[src/rtl/mem_map_pkg.sv]
// Purpose : shared memory-map constants and FSM state encoding for the memory access master.
// Latency : n/a (package only).
// Backpressure : n/a.
// Contents: default region bases, the beat stride between burst words, and the master's state enum.
package mem_map_pkg;

  localparam logic [31:0] ROM_BASE_DEFAULT = 32'h0040_0000;
  localparam logic [31:0] RAM_BASE_DEFAULT = 32'h1001_0000;

  // Byte distance between consecutive burst beats (one word).
  localparam int BEAT_STRIDE = 4;

  typedef enum logic [1:0] {
    ST_IDLE   = 2'd0,
    ST_ACCESS = 2'd1,
    ST_RESP   = 2'd2
  } state_t;

endpackage

[src/rtl/addr_decoder.sv]
// Purpose : decides whether a beat address hits ROM or RAM and whether the access is legal.
// Latency : purely combinational.
// Backpressure : none.
// Ports   : i_addr (byte address), i_we (write flag) -> o_legal (aligned, in a region, no ROM write).
module addr_decoder
  import mem_map_pkg::*;
#(
  parameter int                    MEMORY_DEPTH = 32,
  parameter int                    DATA_WIDTH   = 32,
  parameter logic [DATA_WIDTH-1:0] ROM_BASE     = DATA_WIDTH'(ROM_BASE_DEFAULT),
  parameter logic [DATA_WIDTH-1:0] RAM_BASE     = DATA_WIDTH'(RAM_BASE_DEFAULT)
) (
  input  logic [DATA_WIDTH-1:0] i_addr,
  input  logic                  i_we,
  output logic                  o_legal
);

  // One extra bit so a region ending at the top of the address space does not wrap its limit.
  localparam int AW = DATA_WIDTH + 1;
  localparam logic [AW-1:0] REGION_BYTES = AW'(BEAT_STRIDE * MEMORY_DEPTH);
  localparam logic [AW-1:0] ROM_LO = {1'b0, ROM_BASE};
  localparam logic [AW-1:0] ROM_HI = ROM_LO + REGION_BYTES;
  localparam logic [AW-1:0] RAM_LO = {1'b0, RAM_BASE};
  localparam logic [AW-1:0] RAM_HI = RAM_LO + REGION_BYTES;

  logic [AW-1:0] w_addr_x;
  logic          w_rom_hit;
  logic          w_ram_hit;
  logic          w_aligned;

  assign w_addr_x  = {1'b0, i_addr};
  assign w_rom_hit = (w_addr_x >= ROM_LO) && (w_addr_x < ROM_HI);
  assign w_ram_hit = (w_addr_x >= RAM_LO) && (w_addr_x < RAM_HI);
  assign w_aligned = (i_addr[1:0] == 2'b00);

  // ROM is read-only: a write there is illegal even though the address hits.
  assign o_legal = w_aligned && (w_ram_hit || (w_rom_hit && !i_we));

endmodule

[src/rtl/memory_access_master.sv]
// Purpose : turns single writes and short read bursts into one-word memory accesses with a response per beat.
// Latency : request accepted at edge N, response valid from cycle N+2; beats spaced 2 cycles when rsp_ready held.
// Backpressure : req_ready only in IDLE; a response is held stable until rsp_ready.
// Ports   : clk/reset; req_* request channel; Address_o/Write_Data_o/Write_Enable_o/Read_Data_i memory side;
//           rsp_* response channel (rdata forced to 0 and err set for illegal beats).
module memory_access_master
  import mem_map_pkg::*;
#(
  parameter int                    MEMORY_DEPTH = 32,
  parameter int                    DATA_WIDTH   = 32,
  parameter logic [DATA_WIDTH-1:0] ROM_BASE     = DATA_WIDTH'(ROM_BASE_DEFAULT),
  parameter logic [DATA_WIDTH-1:0] RAM_BASE     = DATA_WIDTH'(RAM_BASE_DEFAULT)
) (
  input  logic                  clk,
  input  logic                  reset,
  input  logic                  req_valid,
  output logic                  req_ready,
  input  logic                  req_we,
  input  logic [1:0]            req_len,
  input  logic [DATA_WIDTH-1:0] req_addr,
  input  logic [DATA_WIDTH-1:0] req_wdata,
  output logic [DATA_WIDTH-1:0] Address_o,
  output logic [DATA_WIDTH-1:0] Write_Data_o,
  output logic                  Write_Enable_o,
  input  logic [DATA_WIDTH-1:0] Read_Data_i,
  output logic                  rsp_valid,
  input  logic                  rsp_ready,
  output logic [DATA_WIDTH-1:0] rsp_rdata,
  output logic                  rsp_err
);

  state_t                r_state;
  logic [DATA_WIDTH-1:0] r_addr;
  logic                  r_we;
  logic [DATA_WIDTH-1:0] r_wdata;
  logic [2:0]            r_beats;  // beats still to issue, including the one in flight
  logic [DATA_WIDTH-1:0] r_rdata;
  logic                  r_err;

  logic w_access;
  logic w_legal;

  addr_decoder #(
    .MEMORY_DEPTH (MEMORY_DEPTH),
    .DATA_WIDTH   (DATA_WIDTH),
    .ROM_BASE     (ROM_BASE),
    .RAM_BASE     (RAM_BASE)
  ) u_addr_decoder (
    .i_addr  (r_addr),
    .i_we    (r_we),
    .o_legal (w_legal)
  );

  always_ff @(posedge clk) begin
    if (reset) begin
      r_state <= ST_IDLE;
      r_addr  <= '0;
      r_we    <= 1'b0;
      r_wdata <= '0;
      r_beats <= 3'd0;
      r_rdata <= '0;
      r_err   <= 1'b0;
    end else begin
      case (r_state)
        ST_IDLE: begin
          if (req_valid) begin
            r_addr  <= req_addr;
            r_we    <= req_we;
            r_wdata <= req_wdata;
            r_beats <= req_we ? 3'd1 : ({1'b0, req_len} + 3'd1);
            r_state <= ST_ACCESS;
          end
        end
        ST_ACCESS: begin
          r_rdata <= (w_legal && !r_we) ? Read_Data_i : '0;
          r_err   <= !w_legal;
          r_beats <= r_beats - 3'd1;
          r_state <= ST_RESP;
        end
        ST_RESP: begin
          if (rsp_ready) begin
            // An error ends the burst even if beats remain.
            if ((r_beats != 3'd0) && !r_err) begin
              r_addr  <= r_addr + DATA_WIDTH'(BEAT_STRIDE);
              r_state <= ST_ACCESS;
            end else begin
              r_state <= ST_IDLE;
            end
          end
        end
        default: r_state <= ST_IDLE;
      endcase
    end
  end

  assign w_access = (r_state == ST_ACCESS);

  assign Address_o    = w_access ? r_addr  : '0;
  assign Write_Data_o = w_access ? r_wdata : '0;
  // Gated by reset so a reset landing on the access cycle never commits the write.
  assign Write_Enable_o = w_access && r_we && w_legal && !reset;

  assign req_ready = (r_state == ST_IDLE);
  assign rsp_valid = (r_state == ST_RESP);
  assign rsp_rdata = r_rdata;
  assign rsp_err   = r_err;

endmodule

[config.mk]
export PLATFORM = sky130hd
export DESIGN_NAME = memory_access_master
export DESIGN_NICKNAME = d
export VERILOG_FILES = /design/src/rtl/mem_map_pkg.sv /design/src/rtl/addr_decoder.sv /design/src/rtl/memory_access_master.sv
export SDC_FILE = /design/constraint.sdc
export NUM_CORES = 1
export LEC_CHECK = 0
export ABC_CLOCK_PERIOD_IN_PS = 4100
export CORE_MARGIN = 3
export CORE_UTILIZATION = 41
export DETAILED_ROUTE_END_ITERATION = 10
export PLACE_DENSITY = 0.72
export SYNTH_ARGS = -nofsm -noshare
export SYNTH_HDL_FRONTEND = slang
export SYNTH_SLANG_ARGS = --single-unit
export TNS_END_PERCENT = 10
[constraint.sdc]
create_clock -name clk -period 4.1 [get_ports clk]
set_input_delay 0.41 -clock clk [delete_from_list [all_inputs] [get_ports clk]]
set_output_delay 0.41 -clock clk [all_outputs]
set_load 0.01 [all_outputs]
==> impl_table.tex, run 1 <==
\begin{tabular}{lr}
\hline
Metric & Value \\
\hline
\multicolumn{2}{l}{\textbf{Clock tree}} \\
CTS tree & yes \\
H-tree depth reported by CTS & 3 \\
Count of clock tree sinks & 103 \\
Number of buffers inserted by hold repair at cts & 0 \\
Clk Latency, worst-skew pair & 0.35 ns \\
Number of clock buffers inserted by TritonCTS & 9 \\
Max Root-Sink Buffers & 2 \\
Number of gates given a new drive strength after cts & 0 \\
CTS root buffer & sky130\_fd\_sc\_hd\_\_clkbuf\_16 \\
CTS clock-pin slew for the worst setup and hold paths & 0.07 ns \\
Post-CTS setup buffers & 0 \\
\multicolumn{2}{l}{\textbf{Worst setup path}} \\
Worst setup slack for register-to-register paths & 1.25 ns \\
First element of the critical path & r\_addr[19] \\
Start-to-end type of the worst setup path & reg2out \\
Worst R2R Start & r\_state[0] \\
CP Data Required Time & 3.69 ns \\
Reg-to-reg critical path endpoint & r\_addr[2] \\
Startpoint type of the worst setup path & flip-flop \\
Biggest fanout along the worst timing path & 9 \\
Element type at the critical path end & output pin \\
Critical Path AT & 2.53 ns \\
Logic depth of the worst register-to-register path & 8 \\
\multicolumn{2}{l}{\textbf{Place}} \\
Number of buffers inserted by port buffering & roughly 200 \\
Detailed-placement wirelength estimate & 11300 um \\
Cell area reported after detailed placement & 7090 um\^{}2 \\
Global placer's final weighted congestion & around 0.9 \\
Worst-case setup slack after placement & 1.22 ns \\
\multicolumn{2}{l}{\textbf{Hold path}} \\
Worst hold path depth & 2 \\
Hold Path Class & reg2reg \\
Destination of the worst hold path & r\_wdata[17] \\
Origin of the worst min-delay path & r\_wdata[17] \\
\multicolumn{2}{l}{\textbf{Detailed routing}} \\
Post-detailed-route via-to-cell ratio & approximately 5.5 \\
Antenna Nets Post-Route & 0 \\
DRC marker count from the first detailed-route iteration & 377 \\
Overall routed net length & 16100 um \\
Average wire length per cell after detail routing & 16.8 um \\
Total number of vias & around 5200 \\
Pre-antenna DRT Iters & 7 \\
DRC violations left & 0 \\
\multicolumn{2}{l}{\textbf{Timing}} \\
RSZ-0062 raised after global routing & no \\
Final period util & just over 70\% \\
Setup ws final & 1.16 ns \\
Final total negative setup slack & 0 ns \\
Number of failing setup endpoints in the final timing report & 0 \\
Worst relative slew slack & between 10\% and 20\% \\
Post-layout minimum cycle time & 2.94 ns \\
Max Freq & 340 MHz \\
Slew @ Worst Pin & 1.25 ns \\
Final slew viol count & 0 \\
Hold WS & 0.449 ns \\
Worst clock skew on the final layout & 0.00469 ns \\
Final hold violation count & 0 \\
\multicolumn{2}{l}{\textbf{Layout}} \\
Storage cell area & 2060 um\^{}2 \\
Number of nets in the layout & 896 \\
Fraction of final layout cells sized beyond drive strength 1 & around 5.3\% \\
N\_diodes & 0 \\
Footprint of the multi-input gates & 2720 um\^{}2 \\
Post-route core utilization & 63.3\% \\
Cell area after layout & about 7400 um\^{}2 \\
Area growth from synthesis to final layout & 46.8\% \\
Count of filler cells inserted in the layout & 1024 \\
\multicolumn{2}{l}{\textbf{Logic synthesis}} \\
Yosys synthesis warning count & 0 \\
Share of Yosys cell area claimed by the top area cell type & 40.7\% \\
Netlist area before placement & 5070 um\^{}2 \\
Primary flip-flop cell chosen by synthesis mapping & sky130\_fd\_sc\_hd\_\_dfxtp\_1 \\
Commonest cells in the synthesized netlist & sky130\_fd\_sc\_hd\_\_dfxtp\_1, sky130\_fd\_sc\_hd\_\_nand2\_1, sky130\_fd\_sc\_hd\_\_and2\_1 \\
Yosys reg bits & between 100 and 150 \\
Dominant cell by count in the synthesized netlist & sky130\_fd\_sc\_hd\_\_dfxtp\_1 \\
Cells taking the most area after synthesis & sky130\_fd\_sc\_hd\_\_dfxtp\_1, sky130\_fd\_sc\_hd\_\_and2\_1, sky130\_fd\_sc\_hd\_\_nand2\_1, sky130\_fd\_sc\_hd\_\_a21oi\_1, sky130\_fd\_sc\_hd\_\_a22o\_1 \\
Post-synth EDFFs & 0 \\
Syn nets & 731 \\
Synth cell types & 54 \\
Share of async-settable or async-resettable flops after synthesis & 0\% \\
Gate Count Post-Synth & 623 \\
Register area share after synthesis & 40.7\% \\
Mean cell area of the mapped netlist & 8.14 um\^{}2 \\
Cell type contributing the most total cell area after synthesis & sky130\_fd\_sc\_hd\_\_dfxtp\_1 \\
\multicolumn{2}{l}{\textbf{Global routing}} \\
Number of antenna violations at the first check in global routing & 0 \\
Number of global-route vias before repair & 4982 \\
All-layer global routing usage & 23.0\% \\
First-pass GRT wire length & roughly 25000 um \\
Grt ovf & 0 \\
Pin count of the biggest net entering global routing & 74 \\
\multicolumn{2}{l}{\textbf{Power}} \\
P\_sw & around 650 uW \\
Peak VDD IR & 0.303 mV \\
Clock share of power & 40.0\% \\
Register share of total power & 44.5\% \\
LEAKAGE & $\sim$0.0027 uW \\
Power per cell area & 340 nW/um\^{}2 \\
Share of total power in combinational logic & between 15 and 20\% \\
Net Sw Frac & roughly 26\% \\
Cell internal pwr & approximately 1900 uW \\
\multicolumn{2}{l}{\textbf{Die}} \\
Die W & 117 um \\
Starting utilization of the core area & between 40\% and 50\% \\
Row count & 39 \\
I/O pins & 203 \\
Die area & approximately 14000 um\^{}2 \\
Die Height & 117 um \\
Total core area & roughly 12000 um\^{}2 \\
\multicolumn{2}{l}{\textbf{Flow run}} \\
Max capacitance violation total & 0 \\
\multicolumn{2}{l}{\textbf{Run status}} \\
Outcome & completed \\
\hline
\end{tabular}
area by class of cell:
cell class                 instances  share of cell area [%]
inverter                          12                   0.605
clock inverter                     6                    1.55
tap                              164                    2.75
timing repair buffer             208                    27.7
multi-input combinational        454                    36.5
sequential                       103                    27.7
clock buffer                      10                    3.21
per-stage QoR:
stage                     instances  power [uW]
after global placement          941        1530
after floorplan                 623        1350
after detailed placement        941        1540
final                           957        2530
after global routing            957        2640
after CTS                       957        2550
layer usage:
layer	track usage (%)	share of wire, %	routed length, um	vias to the layer above
li1	-	-	-	2530
met1	29.2	42	6750	2425
met2	37.3	46	7480	251
met3	7.81	9.5	1530	25
met4	6.42	2.1	332	0
met5	0	0	0	-
state kept, by name (all words and copies together) (netlist names):
name	flops
r_addr	32
r_state	2
rsp_rdata	32
r_wdata	32
rsp_err	1
r_beats	3
r_we	1
power by group through the flow:
stage / combinational [uW] / clock, uW / sequential (uW)
detailed placement: 391 / 0 / 1150
CTS: 394 / 1040 / 1120
finish: 393 / 1010 / 1130
global placement: 384 / 0 / 1140
global route: 435 / 1070 / 1140
floorplan: 233 / 0 / 1110
placed cells by master (no fill, tap or decap), types with 5 or more instances in the layout:
master                            count
sky130_fd_sc_hd__a22o_1              33
sky130_fd_sc_hd__and2_1              66
sky130_fd_sc_hd__ha_1                 5
sky130_fd_sc_hd__o21ai_0             23
sky130_fd_sc_hd__nor4_1              10
sky130_fd_sc_hd__nand4_1             13
sky130_fd_sc_hd__nor2_1              34
sky130_fd_sc_hd__a22oi_1              6
sky130_fd_sc_hd__buf_4                6
sky130_fd_sc_hd__nor3_1               9
sky130_fd_sc_hd__a211oi_1             6
sky130_fd_sc_hd__a31oi_1              5
sky130_fd_sc_hd__nand3_1             17
sky130_fd_sc_hd__a21oi_1             58
sky130_fd_sc_hd__clkbuf_16            9
sky130_fd_sc_hd__dfxtp_1            103
sky130_fd_sc_hd__clkdlybuf4s50_1    201
sky130_fd_sc_hd__nand2_1             93
sky130_fd_sc_hd__and3_1               9
sky130_fd_sc_hd__inv_1               12
sky130_fd_sc_hd__a311oi_1             5
kinds of logic (layout without fill, tap and decap cells):
family                     after synthesis  in the layout  share of synthesized area [%]
muxes                                    3              3                          0.617
and+or+nand+nor                        281            281                           29.7
AOI/OAI and AO/OA                      165            165                           21.7
buffers and inverters                   66            236                           6.14
DFF                                    103            103                           40.7
adders and majority gates                5              5                           1.23
critical path, stage by stage (launching register included):
cell and delay [ns]:
sky130_fd_sc_hd__dfxtp_1 0.39, sky130_fd_sc_hd__nor4_1 0.39, sky130_fd_sc_hd__nand3_1 0.18, sky130_fd_sc_hd__or3_4 0.43, sky130_fd_sc_hd__nor3b_1 0.18, sky130_fd_sc_hd__clkdlybuf4s50_1 0.60
worst max path at each step:
stage / end / depth (start not counted)
floorplan: r_addr[15] / 9
global placement: r_addr[15] / 7
detailed placement: r_addr[15] / 7
CTS: Write_Enable_o / 5
global route: r_addr[2] / 8
finish: Write_Enable_o / 5
Note: power is estimated with default switching activity, not from simulation.
==> run 2: changes to the inputs <==
Settings changed: ABC_CLOCK_PERIOD_IN_PS 4100 to 2800.
Clock period 4.1 ns to 2.8 ns, I/O delays scaled along.
==> run 2 against run 1 <==
Clock power up 22%; register-to-register slack lost 0.74 ns; final cell count up 1.0%.
==> impl_table.tex, run 2 (synthesis gave the netlist of run 1 again) <==
\begin{tabular}{lr}
\hline
Metric & Value \\
\hline
\multicolumn{2}{l}{\textbf{Detailed routing}} \\
Overall routed net length & 16200 um \\
Total number of vias & 5224 \\
DRC marker count from the first detailed-route iteration & a little under 400 \\
Antenna Nets Post-Route & 0 \\
Pre-antenna DRT Iters & 5 \\
Post-detailed-route via-to-cell ratio & 5.40 \\
DRC violations left & 0 \\
Average wire length per cell after detail routing & 16.7 um \\
\multicolumn{2}{l}{\textbf{Place}} \\
Global placer's final weighted congestion & between 0.9 and 1 \\
Detailed-placement wirelength estimate & between 10000 and 15000 um \\
Instance count after placement with tap cells included & 951 \\
Number of buffers inserted by port buffering & 202 \\
\multicolumn{2}{l}{\textbf{Worst setup path}} \\
Reg-to-reg critical path endpoint & r\_addr[30] \\
Biggest fanout along the worst timing path & between 70 and 80 \\
Element type at the critical path end & output pin \\
CP Data Required Time & approximately 2.5 ns \\
Logic depth of the worst register-to-register path & 6 \\
First element of the critical path & r\_state[0] \\
Critical Path AT & 2.29 ns \\
Worst setup slack for register-to-register paths & just over 0.5 ns \\
Worst R2R Start & r\_addr[2] \\
Start-to-end type of the worst setup path & reg2out \\
Startpoint type of the worst setup path & flip-flop \\
\multicolumn{2}{l}{\textbf{Power}} \\
Net Sw Frac & 28.4\% \\
Power per cell area & 464 nW/um\^{}2 \\
LEAKAGE & 0.00277 uW \\
Peak VDD IR & approximately 0.43 mV \\
Share of total power in combinational logic & between 15 and 20\% \\
Register share of total power & 47.3\% \\
P\_sw & 983 uW \\
Clock share of power & 35.4\% \\
Cell internal pwr & around 2500 uW \\
\multicolumn{2}{l}{\textbf{Run status}} \\
Outcome & completed \\
\multicolumn{2}{l}{\textbf{Timing}} \\
Final period util & 91.6\% \\
Final hold violation count & 0 \\
Worst relative slew slack & between 50\% and 60\% \\
Final slew viol count & 0 \\
Worst clock skew on the final layout & 0.00662 ns \\
Post-layout minimum cycle time & 2.57 ns \\
RSZ-0062 raised after global routing & no \\
Slew @ Worst Pin & 0.678 ns \\
Hold WS & 0.392 ns \\
Final total negative setup slack & 0 ns \\
Max Freq & 390 MHz \\
Number of failing setup endpoints in the final timing report & 0 \\
\multicolumn{2}{l}{\textbf{Die}} \\
Total core area & approximately 12000 um\^{}2 \\
Starting utilization of the core area & between 40\% and 50\% \\
Die W & around 120 um \\
I/O pins & 203 \\
Row count & 39 \\
Die area & approximately 14000 um\^{}2 \\
Die Height & approximately 120 um \\
\multicolumn{2}{l}{\textbf{Clock tree}} \\
CTS clock-pin slew for the worst setup and hold paths & 0.07 ns \\
CTS root buffer & sky130\_fd\_sc\_hd\_\_clkbuf\_16 \\
CTS tree & yes \\
Max Root-Sink Buffers & 2 \\
Count of clock tree sinks & between 100 and 150 \\
H-tree depth reported by CTS & 3 \\
Post-CTS setup buffers & 0 \\
Number of clock buffers inserted by TritonCTS & 9 \\
Clk Latency, worst-skew pair & 0.35 ns \\
\multicolumn{2}{l}{\textbf{Layout}} \\
Final std cells w/o fill & 967 \\
Fraction of final layout cells sized beyond drive strength 1 & 6.60\% \\
Number of nets in the layout & between 900 and 1000 \\
Area growth from synthesis to final layout & 47.2\% \\
N\_diodes & 0 \\
Most frequent standard cell in the layout excluding fill and tap cells & sky130\_fd\_sc\_hd\_\_clkdlybuf4s50\_1 \\
Commonest non-fill, non-tap cells in the layout & sky130\_fd\_sc\_hd\_\_clkdlybuf4s50\_1, sky130\_fd\_sc\_hd\_\_dfxtp\_1, sky130\_fd\_sc\_hd\_\_nand2\_1 \\
\multicolumn{2}{l}{\textbf{Global routing}} \\
Number of global-route vias before repair & 4845 \\
Number of antenna violations at the first check in global routing & 0 \\
Pin count of the biggest net entering global routing & 74 \\
All-layer global routing usage & 22.6\% \\
First-pass GRT wire length & 24800 um \\
Grt ovf & 0 \\
\multicolumn{2}{l}{\textbf{Hold path}} \\
Worst hold path depth & 2 \\
Origin of the worst min-delay path & reset \\
Destination of the worst hold path & r\_addr[12] \\
Hold Path Class & in2reg \\
\multicolumn{2}{l}{\textbf{Flow run}} \\
Max capacitance violation total & 0 \\
\hline
\end{tabular}
[run 2: timing repair]
action | 4_1_cts | 5_1_grt
endpoints found under the hold margin | 0 | 0
endpoints found under the setup margin | 0 | 1
hold buffers | 0 | 0
gates resized for setup | 0 | 2
[run 2: routing by layer]
layer	wire length, um	vias to the layer above	track usage (%)
li1	-	2563	-
met3	1360	12	6.02
met4	182	0	6.50
met5	0	-	0
met1	6950	2435	30.6
met2	7660	214	35.5
[run 2: critical path: stages, from the launching register on]
cell and delay [ns]:
sky130_fd_sc_hd__dfxtp_1 0.40, sky130_fd_sc_hd__nor2b_4 0.19, sky130_fd_sc_hd__buf_4 0.53, sky130_fd_sc_hd__and2_1 0.26
sky130_fd_sc_hd__clkdlybuf4s50_1 0.55
[run 2: layout make-up]
cell class | count | area, um^2
repair buffers | 218 | 2140
clock buffers | 9 | 225
flip-flops and latches | 103 | 2060
fillers | 1070 | 4290
clock inverters | 7 | 65.1
inverters | 12 | 45.0
multi-input cells | 454 | 2730
well taps | 164 | 205
[run 2: how the worst max path moves through the flow]
stage	slack, ns	to	cells after the start
floorplan	0.76	r_addr[15]	9
global route	0.07	Address_o[28]	4
finish	0.23	Address_o[25]	4
detailed placement	0.41	Write_Enable_o	5
CTS	0.03	Write_Enable_o	5
global placement	0.44	Write_Enable_o	5
[run 2: stage by stage]
step,worst slack [ns],total power [uW],util (%),area (um^2)
after floorplan,0.758,1970,-,5070
after global routing,0.0660,3630,63.5,7470
after detailed placement,0.413,2270,61.0,7170
final,0.235,3460,63.5,7470
after CTS,0.0250,3500,63.4,7460
after global placement,0.439,2250,61.0,7170
[run 2: power groups by stage]
stage,combinational [uW],clock [uW],sequential (uW)
after CTS,602,1270,1630
after detailed placement,598,0,1670
after global routing,663,1320,1650
after global placement,588,0,1660
after floorplan,341,0,1630
final,600,1230,1640
==> run 3: changes to the inputs <==
Settings changed: REMOVE_ABC_BUFFERS set to 1, SLEW_MARGIN set to 15.
==> run 3 against run 2 <==
Register-to-register slack lost 0.06 ns; combinational power shrank 1%; global-route usage grew 0.17 points; core utilization grew 0.22 points; sequential cell count is the same; final area grew 0.35%.
==> impl_table.tex, run 3 (synthesis gave the netlist of run 1 again) <==
\begin{tabular}{lr}
\hline
Metric & Value \\
\hline
\multicolumn{2}{l}{\textbf{Worst setup path}} \\
Kind of cell adding the most delay to the critical path & buffers and inverters \\
WP buf/inv & 2 \\
Startpoint type of the worst setup path & flip-flop \\
Slowest library cell on the worst path & sky130\_fd\_sc\_hd\_\_clkdlybuf4s50\_1 \\
CP Data Required Time & 2.52 ns \\
Worst R2R Start & r\_addr[3] \\
Largest stage delay on the critical path & between 0.5 and 0.6 ns \\
Start-to-end type of the worst setup path & reg2out \\
Reg-to-reg critical path endpoint & r\_addr[22] \\
Critical Path AT & 2.28 ns \\
Logic depth of the worst register-to-register path & 6 \\
Element type at the critical path end & output pin \\
Biggest fanout along the worst timing path & 73 \\
Cell chain of the critical path & nor2b\_4 -> buf\_4 -> and2\_2 -> clkdlybuf4s50\_1 \\
Worst setup slack for register-to-register paths & 0.45 ns \\
\multicolumn{2}{l}{\textbf{Layout}} \\
Count of filler cells inserted in the layout & roughly 1000 \\
Commonest non-fill, non-tap cells in the layout & sky130\_fd\_sc\_hd\_\_clkdlybuf4s50\_1, sky130\_fd\_sc\_hd\_\_dfxtp\_1, sky130\_fd\_sc\_hd\_\_nand2\_1 \\
Area growth from synthesis to final layout & 47.8\% \\
Number of nets in the layout & 904 \\
Most frequent standard cell in the layout excluding fill and tap cells & sky130\_fd\_sc\_hd\_\_clkdlybuf4s50\_1 \\
Post-route core utilization & 63.7\% \\
N\_diodes & 0 \\
Fraction of final layout cells sized beyond drive strength 1 & 6.62\% \\
Footprint of the multi-input gates & around 2700 um\^{}2 \\
Storage cell area & between 2000 and 2500 um\^{}2 \\
\multicolumn{2}{l}{\textbf{Detailed routing}} \\
Total number of vias & approximately 5300 \\
Overall routed net length & between 15000 and 20000 um \\
DRC marker count from the first detailed-route iteration & 378 \\
DRC violations left & 0 \\
Average wire length per cell after detail routing & 16.6 um \\
Antenna Nets Post-Route & 0 \\
Post-detailed-route via-to-cell ratio & between 5 and 6 \\
Pre-antenna DRT Iters & 5 \\
\multicolumn{2}{l}{\textbf{Timing}} \\
Final slew viol count & 0 \\
Final total negative setup slack & 0 ns \\
Setup ws final & 0.239 ns \\
Hold WS & approximately 0.4 ns \\
Max Freq & 390 MHz \\
Worst relative slew slack & 46.2\% \\
Final hold violation count & 0 \\
RSZ-0062 raised after global routing & no \\
Final period util & between 90\% and 100\% \\
Worst clock skew on the final layout & 0.00932 ns \\
Post-layout minimum cycle time & 2.56 ns \\
Slew @ Worst Pin & between 0.8 and 0.9 ns \\
Number of failing setup endpoints in the final timing report & 0 \\
\multicolumn{2}{l}{\textbf{Clock tree}} \\
Clk Latency, worst-skew pair & 0.35 ns \\
Max Root-Sink Buffers & 2 \\
Number of buffers inserted by hold repair at cts & 0 \\
CTS clock-pin slew for the worst setup and hold paths & 0.07 ns \\
H-tree depth reported by CTS & 3 \\
Number of clock buffers inserted by TritonCTS & 9 \\
CTS root buffer & sky130\_fd\_sc\_hd\_\_clkbuf\_16 \\
CTS tree & yes \\
Count of clock tree sinks & 103 \\
\multicolumn{2}{l}{\textbf{Global routing}} \\
Number of global-route vias before repair & 5000 \\
Pin count of the biggest net entering global routing & 74 \\
Grt ovf & 0 \\
Number of antenna violations at the first check in global routing & 0 \\
All-layer global routing usage & 22.8\% \\
First-pass GRT wire length & around 25000 um \\
\multicolumn{2}{l}{\textbf{Die}} \\
Starting utilization of the core area & 43.1\% \\
Die area & 13700 um\^{}2 \\
I/O pins & 203 \\
Total core area & 11800 um\^{}2 \\
Die Height & 117 um \\
Die W & 117 um \\
Row count & 39 \\
\multicolumn{2}{l}{\textbf{Place}} \\
Number of buffers inserted by port buffering & 202 \\
Detailed-placement wirelength estimate & 11400 um \\
Worst-case setup slack after placement & 0.451 ns \\
Global placer's final weighted congestion & between 0.9 and 1 \\
\multicolumn{2}{l}{\textbf{Hold path}} \\
Hold Path Class & in2reg \\
Worst hold path depth & 2 \\
Origin of the worst min-delay path & reset \\
Destination of the worst hold path & r\_addr[10] \\
\multicolumn{2}{l}{\textbf{Power}} \\
LEAKAGE & 0.00278 uW \\
Power per cell area & approximately 480 nW/um\^{}2 \\
Total Power Consumption & 3580 uW \\
Peak VDD IR & 0.260 mV \\
\multicolumn{2}{l}{\textbf{Flow run}} \\
Max capacitance violation total & 0 \\
\multicolumn{2}{l}{\textbf{Run status}} \\
Outcome & completed \\
\hline
\end{tabular}
run 3: cell count changes in the layout (fill, tap and decap cells not counted), sizes merged:
cell	before	now
buf	17	15
clkinv	3	1
bufinv	0	1
clkbuf	9	10
run 3: worst max path at each step:
| stage | start | end | slack, ns | cells after the start |
|---|---|---|---|---|
| 5_1_grt | r_state[0] | Address_o[27] | 0.09 | 4 |
| 4_1_cts | r_addr[27] | Write_Enable_o | 0.06 | 5 |
| 3_3_place_gp | r_addr[7] | Write_Enable_o | 0.41 | 5 |
| 6_report | r_state[0] | Address_o[27] | 0.24 | 4 |
| 2_1_floorplan | r_state[0] | r_addr[30] | -2.04 | 5 |
| 3_5_place_dp | r_addr[20] | Write_Enable_o | 0.45 | 5 |
run 3: where the power goes:
part | internal (uW) | switching [uW]
clock network | 742 | 601
registers | 1540 | 98.7
logic | 311 | 283
run 3: per-layer routing:
layer	wire (um)	share of wire (%)	track usage [%]	vias up
met1	6630	41	29.7	2457
met3	1610	10	6.02	18
li1	-	-	-	2557
met5	0	0	0	-
met4	200	1.3	7.11	0
met2	7540	47	36.8	256
run 3: cell type report:
| class | instances | area share [%] |
|---|---|---|
| timing repair buffer | 216 | 28.3 |
| tap | 164 | 2.74 |
| clock inverter | 6 | 1.14 |
| inverter | 12 | 0.601 |
| sequential | 103 | 27.5 |
| multi-input combinational | 454 | 36.5 |
| clock buffer | 10 | 3.19 |
run 3: worst reg2reg max path: cells and delay by family (launching register included):
kind,cells,cell delay (ns)
AO/OA/AOI/OAI,2,0.38
adder cells (fa/ha/maj),1,0.30
flip-flops,1,0.49
AND/OR/NAND/NOR,3,1.11
run 3: metrics by stage:
stage	instances	instance area (um^2)
detailed placement	949	7150
global placement	949	7150
CTS	965	7480
floorplan	569	4810
global route	965	7490
finish	965	7490
run 3: what timing repair did:
action	in CTS	in global routing
buffers inserted	0	0
hold endpoints to repair	0	0
endpoints found under the setup margin	0	1
gates resized for setup	0	4
